## src/rtl/sent_rx_pkg.sv

```systemverilog
// Shared definitions for the SENT receive CRC checker.
// Includes frame codes, CRC seeds and polynomials, FSM states and the CRC step functions.
package sent_rx_pkg;

    localparam logic [2:0] CODE_NONE  = 3'b000;
    localparam logic [2:0] CODE_FAST6 = 3'b001;
    localparam logic [2:0] CODE_FAST4 = 3'b010;
    localparam logic [2:0] CODE_FAST3 = 3'b011;
    localparam logic [2:0] CODE_SHORT = 3'b100;
    localparam logic [2:0] CODE_ENH   = 3'b101;

    localparam logic [3:0] CRC4_SEED_DEF = 4'b0101;
    localparam logic [5:0] CRC6_SEED_DEF = 6'b010101;

    // x^4+x^3+x^2+1 and x^6+x^4+x^3+1
    localparam logic [4:0] CRC4_POLY = 5'b11101;
    localparam logic [6:0] CRC6_POLY = 7'b1011001;

    typedef enum logic [2:0] {
        ST_IDLE,
        ST_LOAD,
        ST_CALC,
        ST_AUG,
        ST_DONE
    } state_t;

    // nibble XOR (crc * x^4 mod p); the shift loop reproduces the T4 lookup table
    function automatic logic [3:0] crc4_step(input logic [3:0] crc, input logic [3:0] nibble);
        logic [3:0] v;
        v = crc;
        for (int i = 0; i < 4; i++)
            v = v[3] ? ({v[2:0], 1'b0} ^ CRC4_POLY[3:0]) : {v[2:0], 1'b0};
        return nibble ^ v;
    endfunction

    function automatic logic [5:0] crc6_step(input logic [5:0] crc, input logic [5:0] word);
        logic [5:0] v;
        v = crc;
        for (int i = 0; i < 6; i++)
            v = v[5] ? ({v[4:0], 1'b0} ^ CRC6_POLY[5:0]) : {v[4:0], 1'b0};
        return word ^ v;
    endfunction

endpackage

```

## src/rtl/sent_rx_crc_check.sv

```systemverilog
// SENT receive CRC checker: verifies fast-frame and slow-message CRCs and publishes results.
// Optional macro SENT_RX_CRC_ERR_CNT_EN adds saturating per-channel CRC error counters.
module sent_rx_crc_check
    import sent_rx_pkg::*;
#(
    parameter logic [3:0] CRC4_SEED = CRC4_SEED_DEF,
    parameter logic [5:0] CRC6_SEED = CRC6_SEED_DEF
) (
    input  logic        clk_rx,
    input  logic        reset_rx,
    input  logic [2:0]  done_pre_data,
    input  logic [27:0] data_fast_check_crc,
    input  logic [29:0] data_channel_check_crc,
    input  logic [7:0]  id_decode,
    input  logic [15:0] data_decode,
    input  logic        config_bit_decode,
    output logic        fast_valid,
    output logic        fast_crc_ok,
    output logic [23:0] fast_data,
    output logic [2:0]  fast_nibbles,
    output logic        slow_valid,
    output logic        slow_crc_ok,
    output logic        slow_enhanced,
    output logic [7:0]  slow_id,
    output logic [15:0] slow_data,
    output logic        slow_cfg,
    output logic        overrun
`ifdef SENT_RX_CRC_ERR_CNT_EN
    ,
    output logic [7:0]  fast_err_cnt,
    output logic [7:0]  slow_err_cnt
`endif
);

    state_t      state, state_nxt;
    logic [2:0]  code_q;
    logic [2:0]  words_left;
    logic [2:0]  n_words;
    logic [23:0] word_sr;
    logic [5:0]  crc_q;
    logic [5:0]  rx_crc_q;
    logic [5:0]  crc_fin;
    logic [23:0] fast_data_q;
    logic [7:0]  slow_id_q;
    logic [15:0] slow_data_q;
    logic        slow_cfg_q;
    logic        strobe;
    logic        code_enh;
    logic        code_fast;
    logic        crc_match;

    assign strobe    = (done_pre_data != CODE_NONE) && (done_pre_data <= CODE_ENH);
    assign code_enh  = (code_q == CODE_ENH);
    assign code_fast = (code_q == CODE_FAST6) || (code_q == CODE_FAST4) || (code_q == CODE_FAST3);

    always_comb begin
        case (code_q)
            CODE_FAST6:           n_words = 3'd6;
            CODE_FAST4, CODE_ENH: n_words = 3'd4;
            default:              n_words = 3'd3;
        endcase
    end

    always_ff @(posedge clk_rx or posedge reset_rx) begin
        if (reset_rx) begin
            state      <= ST_IDLE;
            code_q     <= CODE_NONE;
            words_left <= '0;
        end else begin
            state <= state_nxt;
            if (state == ST_IDLE && strobe)
                code_q <= done_pre_data;
            if (state == ST_LOAD)
                words_left <= n_words;
            else if (state == ST_CALC)
                words_left <= words_left - 3'd1;
        end
    end

    always_comb begin
        state_nxt = state;
        case (state)
            ST_IDLE: if (strobe) state_nxt = ST_LOAD;
            ST_LOAD: state_nxt = ST_CALC;
            ST_CALC: if (words_left == 3'd1) state_nxt = ST_AUG;
            ST_AUG:  state_nxt = ST_DONE;
            ST_DONE: state_nxt = ST_IDLE;
            default: state_nxt = ST_IDLE;
        endcase
    end

    // Data ports are valid one cycle after the strobe, so everything is captured in LOAD.
    // The word shifter is left-aligned so the next word is always at the top.
    always_ff @(posedge clk_rx) begin
        if (state == ST_LOAD) begin
            crc_q <= code_enh ? CRC6_SEED : {2'b00, CRC4_SEED};
            case (code_q)
                CODE_FAST6: begin
                    word_sr     <= data_fast_check_crc[27:4];
                    fast_data_q <= data_fast_check_crc[27:4];
                end
                CODE_FAST4: begin
                    word_sr     <= {data_fast_check_crc[19:4], 8'h00};
                    fast_data_q <= {8'h00, data_fast_check_crc[19:4]};
                end
                CODE_FAST3: begin
                    word_sr     <= {data_fast_check_crc[15:4], 12'h000};
                    fast_data_q <= {12'h000, data_fast_check_crc[15:4]};
                end
                CODE_ENH:   word_sr <= data_channel_check_crc[29:6];
                default:    word_sr <= {data_channel_check_crc[15:4], 12'h000};
            endcase
            if (code_fast)
                rx_crc_q <= {2'b00, data_fast_check_crc[3:0]};
            else if (code_enh)
                rx_crc_q <= data_channel_check_crc[5:0];
            else
                rx_crc_q <= {2'b00, data_channel_check_crc[3:0]};
            slow_id_q   <= id_decode;
            slow_data_q <= code_enh ? data_decode : {8'h00, data_decode[7:0]};
            slow_cfg_q  <= code_enh & config_bit_decode;
        end else if (state == ST_CALC) begin
            if (code_enh) begin
                crc_q   <= crc6_step(crc_q, word_sr[23:18]);
                word_sr <= {word_sr[17:0], 6'h00};
            end else begin
                crc_q   <= {2'b00, crc4_step(crc_q[3:0], word_sr[23:20])};
                word_sr <= {word_sr[19:0], 4'h0};
            end
        end
    end

    // Augmentation step folded into the result registers so the strobe lands in DONE.
    assign crc_fin   = code_enh ? crc6_step(crc_q, 6'h00) : {2'b00, crc4_step(crc_q[3:0], 4'h0)};
    assign crc_match = (crc_fin == rx_crc_q);

    always_ff @(posedge clk_rx or posedge reset_rx) begin
        if (reset_rx) begin
            fast_valid    <= 1'b0;
            fast_crc_ok   <= 1'b0;
            fast_data     <= '0;
            fast_nibbles  <= '0;
            slow_valid    <= 1'b0;
            slow_crc_ok   <= 1'b0;
            slow_enhanced <= 1'b0;
            slow_id       <= '0;
            slow_data     <= '0;
            slow_cfg      <= 1'b0;
            overrun       <= 1'b0;
        end else begin
            fast_valid <= 1'b0;
            slow_valid <= 1'b0;
            overrun    <= strobe && (state != ST_IDLE);
            if (state == ST_AUG) begin
                if (code_fast) begin
                    fast_valid   <= 1'b1;
                    fast_crc_ok  <= crc_match;
                    fast_data    <= fast_data_q;
                    fast_nibbles <= n_words;
                end else begin
                    slow_valid    <= 1'b1;
                    slow_crc_ok   <= crc_match;
                    slow_enhanced <= code_enh;
                    slow_id       <= slow_id_q;
                    slow_data     <= slow_data_q;
                    slow_cfg      <= slow_cfg_q;
                end
            end
        end
    end

`ifdef SENT_RX_CRC_ERR_CNT_EN
    always_ff @(posedge clk_rx or posedge reset_rx) begin
        if (reset_rx) begin
            fast_err_cnt <= '0;
            slow_err_cnt <= '0;
        end else if (state == ST_AUG && !crc_match) begin
            if (code_fast && fast_err_cnt != 8'hFF)
                fast_err_cnt <= fast_err_cnt + 8'd1;
            if (!code_fast && slow_err_cnt != 8'hFF)
                slow_err_cnt <= slow_err_cnt + 8'd1;
        end
    end
`endif

endmodule

```

## config.mk

```make
export PLATFORM = sky130hd
export DESIGN_NAME = sent_rx_crc_check
export DESIGN_NICKNAME = d
export VERILOG_FILES = /design/src/rtl/sent_rx_pkg.sv /design/src/rtl/sent_rx_crc_check.sv
export SDC_FILE = /design/constraint.sdc
export NUM_CORES = 1
export LEC_CHECK = 0
export ABC_AREA = 1
export CAP_MARGIN = 30
export CORE_AREA = 2 2 125 127
export CTS_BUF_LIST = sky130_fd_sc_hd__clkbuf_4
export DETAILED_ROUTE_END_ITERATION = 12
export DIE_AREA = 0 0 127 129
export PLACE_DENSITY_LB_ADDON = 0.15
export SLEW_MARGIN = 20
export SYNTH_ARGS = -nofsm -noshare
export SYNTH_HDL_FRONTEND = slang
export SYNTH_SLANG_ARGS = --single-unit
```

## constraint.sdc

```tcl
create_clock -name clk_rx -period 2.2 [get_ports clk_rx]
set_input_delay 0.44 -clock clk_rx [delete_from_list [all_inputs] [get_ports clk_rx]]
set_output_delay 0.44 -clock clk_rx [all_outputs]
set_load 0.05 [all_outputs]
```

---- Yosys cells after proc, flatten, opt, wreduce, memory -nomap -nowiden ----
Index checks and enable logic that the tools add are counted.
operators by class
  bitwise gates (word level) .............. 15
  muxes and demuxes ....................... 31
  reductions and logical operators ........ 16
  add/sub/neg operators ................... 1
  equal/unequal tests ..................... 11
  order comparisons ....................... 1
operator list
  cell                   number
  $pmux W24 S4           1
  $mux W24               3
  $pmux W24 S3           1
  $mux W5                7
  $not A3 Y3             10
  $mux W6                4
  $mux W4                5
  $eq A3 B2 Y1 const B   4
  $mux W3                4
  $pmux W3 S4            1
  $eq A3 B1 Y1 const B   3
  $reduce_bool A3 Y1     3
  $reduce_and A2 Y1      4
  $eq A6 B6 Y1           1
  $pmux W3 S2            1
  $xor A6 B6 Y6          1
  $mux W1                4
  $reduce_or A2 Y1       2
  $xor A4 B4 Y4          1
  $eq A3 B3 Y1 const B   1
  $le A3 B3 Y1 const B   1
  $logic_and A1 B1 Y1    3
  $logic_not A3 Y1       1
  $sub A3 B1 Y3 const B  1
  other kinds (6)        8
storage, ports and cells
  register bits after elaboration ......... 152
  logic and storage cells ................. 98
  output and inout port bits .............. 58

---- Longest topological paths before layout ----
  depth in word-level cells ............... 16
  depth in mapped cells ................... 14
  depth with buffers taken out ............ 13

---- Worst setup path after synthesis ----
OpenSTA, ideal clock, no wires.
  path type ............................... flip-flop to flip-flop
  start point ............................. reg state[1]
  end point ............................... reg fast_data_q[0], enable pin
  arrival time ............................ 1940 ps
  setup slack ............................. -145 ps
  period minus slack after synthesis ...... 2345 ps
  cell stages (with the launch flop) ...... 5
  data required time ...................... 1795 ps
  path through ............................ dfrtp_1 -> inv_1 -> nand3_1 -> clkbuf_1 -> nor2_1
on the way
  cells in the longest elaborated chain, start to end .. 2
RTL lines
  item                         line                      source
  from (decl)                  sent_rx_crc_check.sv:35   state_t state, state_nxt;
  from (signal assigned)       sent_rx_crc_check.sv:70   state <= state_nxt;
  $eq A3 B1 Y1                 sent_rx_crc_check.sv:95   if (state == ST_LOAD) begin
  $reduce_and A2 Y1 (no line)  -
  to (signal assigned)         sent_rx_crc_check.sv:100  fast_data_q <= data_fast_check_crc[27:4];
  to (signal assigned)         sent_rx_crc_check.sv:104  fast_data_q <= {8'h00, data_fast_check_crc[19:4]};
  to (signal assigned)         sent_rx_crc_check.sv:108  fast_data_q <= {12'h000, data_fast_check_crc[15:4]};
  to (decl)                    sent_rx_crc_check.sv:43   logic [23:0] fast_data_q;
Every way passes these cells.
A chain may end at the register's enable or synchronous reset.

---- Worst setup path in the final report ----
  start point ............................. reg slow_id[0]
  end point ............................... out slow_id[0]
RTL lines
  item                    line                      source
  from (decl)             sent_rx_crc_check.sv:24   output logic [7:0] slow_id,
  from (signal assigned)  sent_rx_crc_check.sv:164  slow_id <= slow_id_q;
No word-level cell between the ends.

==> results.toml <==
[status]
status = "completed"

[worst_setup_path]
crit_buf_inv = 1
worstSetupPathType = "flop to output port"
path_max_fanout = 2
critical_path.slowest_cell = "clkdlybuf4s50_1"
crit_family = "buffers and inverters"
arrival_ns = 1.69
cpPeakStageDelay_ns = 0.80
setup.worst_path.start_class = "flop"
crit_path_end_kind = "output port"
cp_cell_sequence = "clkdlybuf4s50_1"
cp.required_ns = 1.76

[finish]
num-fill-cells = 1305
layout_commonest_cell = "nand2_1"
layout_common_cells = "nand2_1, clkdlybuf4s50_1, edfxtp_1"
design_area_mm2 = 0.00904
area_delta_synth_final_pct = 27.8
fin_nets = 987
drive_gt1_share_pct = 10.0

[yosys]
synth.area.top_cells = "edfxtp_1, dfrtp_1, nand2_1, inv_1, nor2_1"
synth.net_count = 841
synth_ff_type = "edfxtp_1"
async_reset_ff_share_pct = 44.1
synth_top_area_share_pct = 36.1
synth.cell_area_mm2 = 0.00707
netlist_instances = 751
yosys_register_bits = 152
ys_seq_area_share_pct = 59.8
yosysUniqueCellTypes = 42
yosys.area.top_type = "edfxtp_1"
avgSynthCellArea_um2 = 9.42
yosysWarnings = 0
synth_edf_count = 85

[timing]
hold_ws_ns = 0.278
skew_ns = 0.0136
rsz0062_at_grt = "false"
period_share_pct = 96.7
tns_ns = 0
fmax_ghz = 0.470
slew_viol_final = 0
final_hold_viol_count = 0
setup_violations = 0
worst_pin_slew_ns = 0.559
maxSlewHeadroom_pct = 62.7
finalCriticalPeriod_ns = 2.13

[pwr]
power_density_mw_per_mm2 = 1630
p_leak_nw = 4.30
power_mw = 14.7
vdd_drop_max_v = 0.000756

[floorplan]
die_h_um = 129
io_pins = 146
start_util_pct = 47.2
core_mm2 = 0.0150
rows = 45
design.die.area_mm2 = 0.0164
die_x_um = 127

[place]
place_area_mm2 = 0.00871
gp_congestion = 0.887
dpl.hpwl_mm = 12.9
portBuffers = 145

[clocking]
cts_tree = "built"
clkTransAtPathRegs_ns = 0.13
root_buffer = "clkbuf_4"
clockBufferDepth = 2
numCtsBuffers = 17
clk_latency_ns = 0.54
numClockSinks = 152
cts.htree.levels = 4

[drt]
ant_nets = 0
dr.first_iter.drc_count = 512
dr.pass1.iters = 7
wl_per_cell_um = 16.3
via_count = 5741
viasPerCell = 5.22
wl_mm = 17.9
post-route-drc-count = 0

[run]
cap_violations = 0

[global_route]
overflow = 0
grt_pass1_wl_mm = 28.2
grt_max_degree = 68
grtUsageTotal_pct = 22.2
grt_antenna_before_repair = 1
grt_pass1_vias = 5412

[worst_hold_path]
hold_class = "primary input to async pin"
==> final timing paths <==
path / from / to / slack, ns / depth (start not counted)
max: slow_id[0] / slow_id[0] / 0.07 / 1
min: reset_rx / slow_data[1] / 0.28 / 3
max reg2reg: crc_q[1] / slow_crc_ok / 0.29 / 12
min reg2reg: fast_data_q[3] / fast_data[3] / 0.44 / 2
max in group asynchronous: reset_rx / slow_id[0] / 1.62 / 3
min in group clk_rx: fast_data_q[3] / fast_data[3] / 0.44 / 2
==> flip-flops by register name (all words and copies together) (netlist names) <==
signal,count
slow_valid,1
slow_id_q,8
slow_data,16
overrun,1
slow_cfg_q,1
crc_q,6
slow_enhanced,1
fast_data_q,24
fast_data,24
rx_crc_q,6
slow_data_q,16
slow_crc_ok,1
word_sr,24
fast_nibbles,3
words_left,3
state,3
code_q,3
slow_cfg,1
slow_id,8
fast_valid,1
fast_crc_ok,1
==> power by group <==
part	switching [mW]	internal [mW]
combinational	5.31	2.43
clock	1.05	0.828
sequential	0.599	4.53
total	6.96	7.79
==> stage by stage <==
stage	cells	setup slack, ns	util [%]
after floorplan	751	0.0768	-
after global routing	1099	0.000160	60.3
after global placement	1066	0.335	58.2
final	1099	0.0723	60.3
after CTS	1098	0.000211	60.0
after detailed placement	1066	0.356	58.2
==> synth_stat cells, drive strengths merged (2+ instances only) <==
master	instances
o2111ai	9
nand3	35
nor2	51
dfrtp	67
nand2	279
inv	69
a211oi	2
xnor2	2
a22oi	11
a22o	2
a21oi	22
edfxtp	85
xor2	2
o22ai	4
a41oi	2
mux2	4
or2	9
buf	25
o21ai	36
clkbuf	6
ha	2
nand3b	4
o211ai	14
==> logic make-up after synthesis <==
kind of cell               count (synthesis)  share of synthesized area [%]
adders and majority gates                  2                          0.354
AOI/OAI and AO/OA                        109                           9.73
muxes                                      4                          0.637
xor gates and xnor gates                   4                          0.495
and+or+nand+nor                          379                           22.4
buffers and inverters                    101                           6.65
DFF                                      152                           59.8
==> metal layers <==
metal	GRT usage [%]	wire length [um]	part of all wire [%]	vias to the layer above
met5	0	0	0	-
met3	4.66	1260	7.1	20
met2	35.7	8320	47	243
met4	6.40	291	1.6	0
li1	-	-	-	2787
met1	30.9	8000	45	2691
==> area by class of cell <==
class | count | area (um^2) | share of cell area, %
inverter | 70 | 268 | 2.96
sequential | 152 | 4230 | 46.8
clock buffer | 19 | 143 | 1.58
timing repair buffer | 158 | 1610 | 17.8
clock inverter | 13 | 173 | 1.91
multi-input combinational | 498 | 2380 | 26.3
tap | 188 | 235 | 2.60
antenna | 1 | 2.50 | 0.0277
==> what timing repair did <==
| action | 4_1_cts | 5_1_grt |
|---|---|---|
| buffers inserted | 0 | 0 |
| setup endpoints to repair | 34 | 20 |
| resized for setup | 34 | 20 |
| endpoints found under the hold margin | 0 | 0 |
| hold buffers | 0 | 0 |
(Power assumes the default switching activity.)
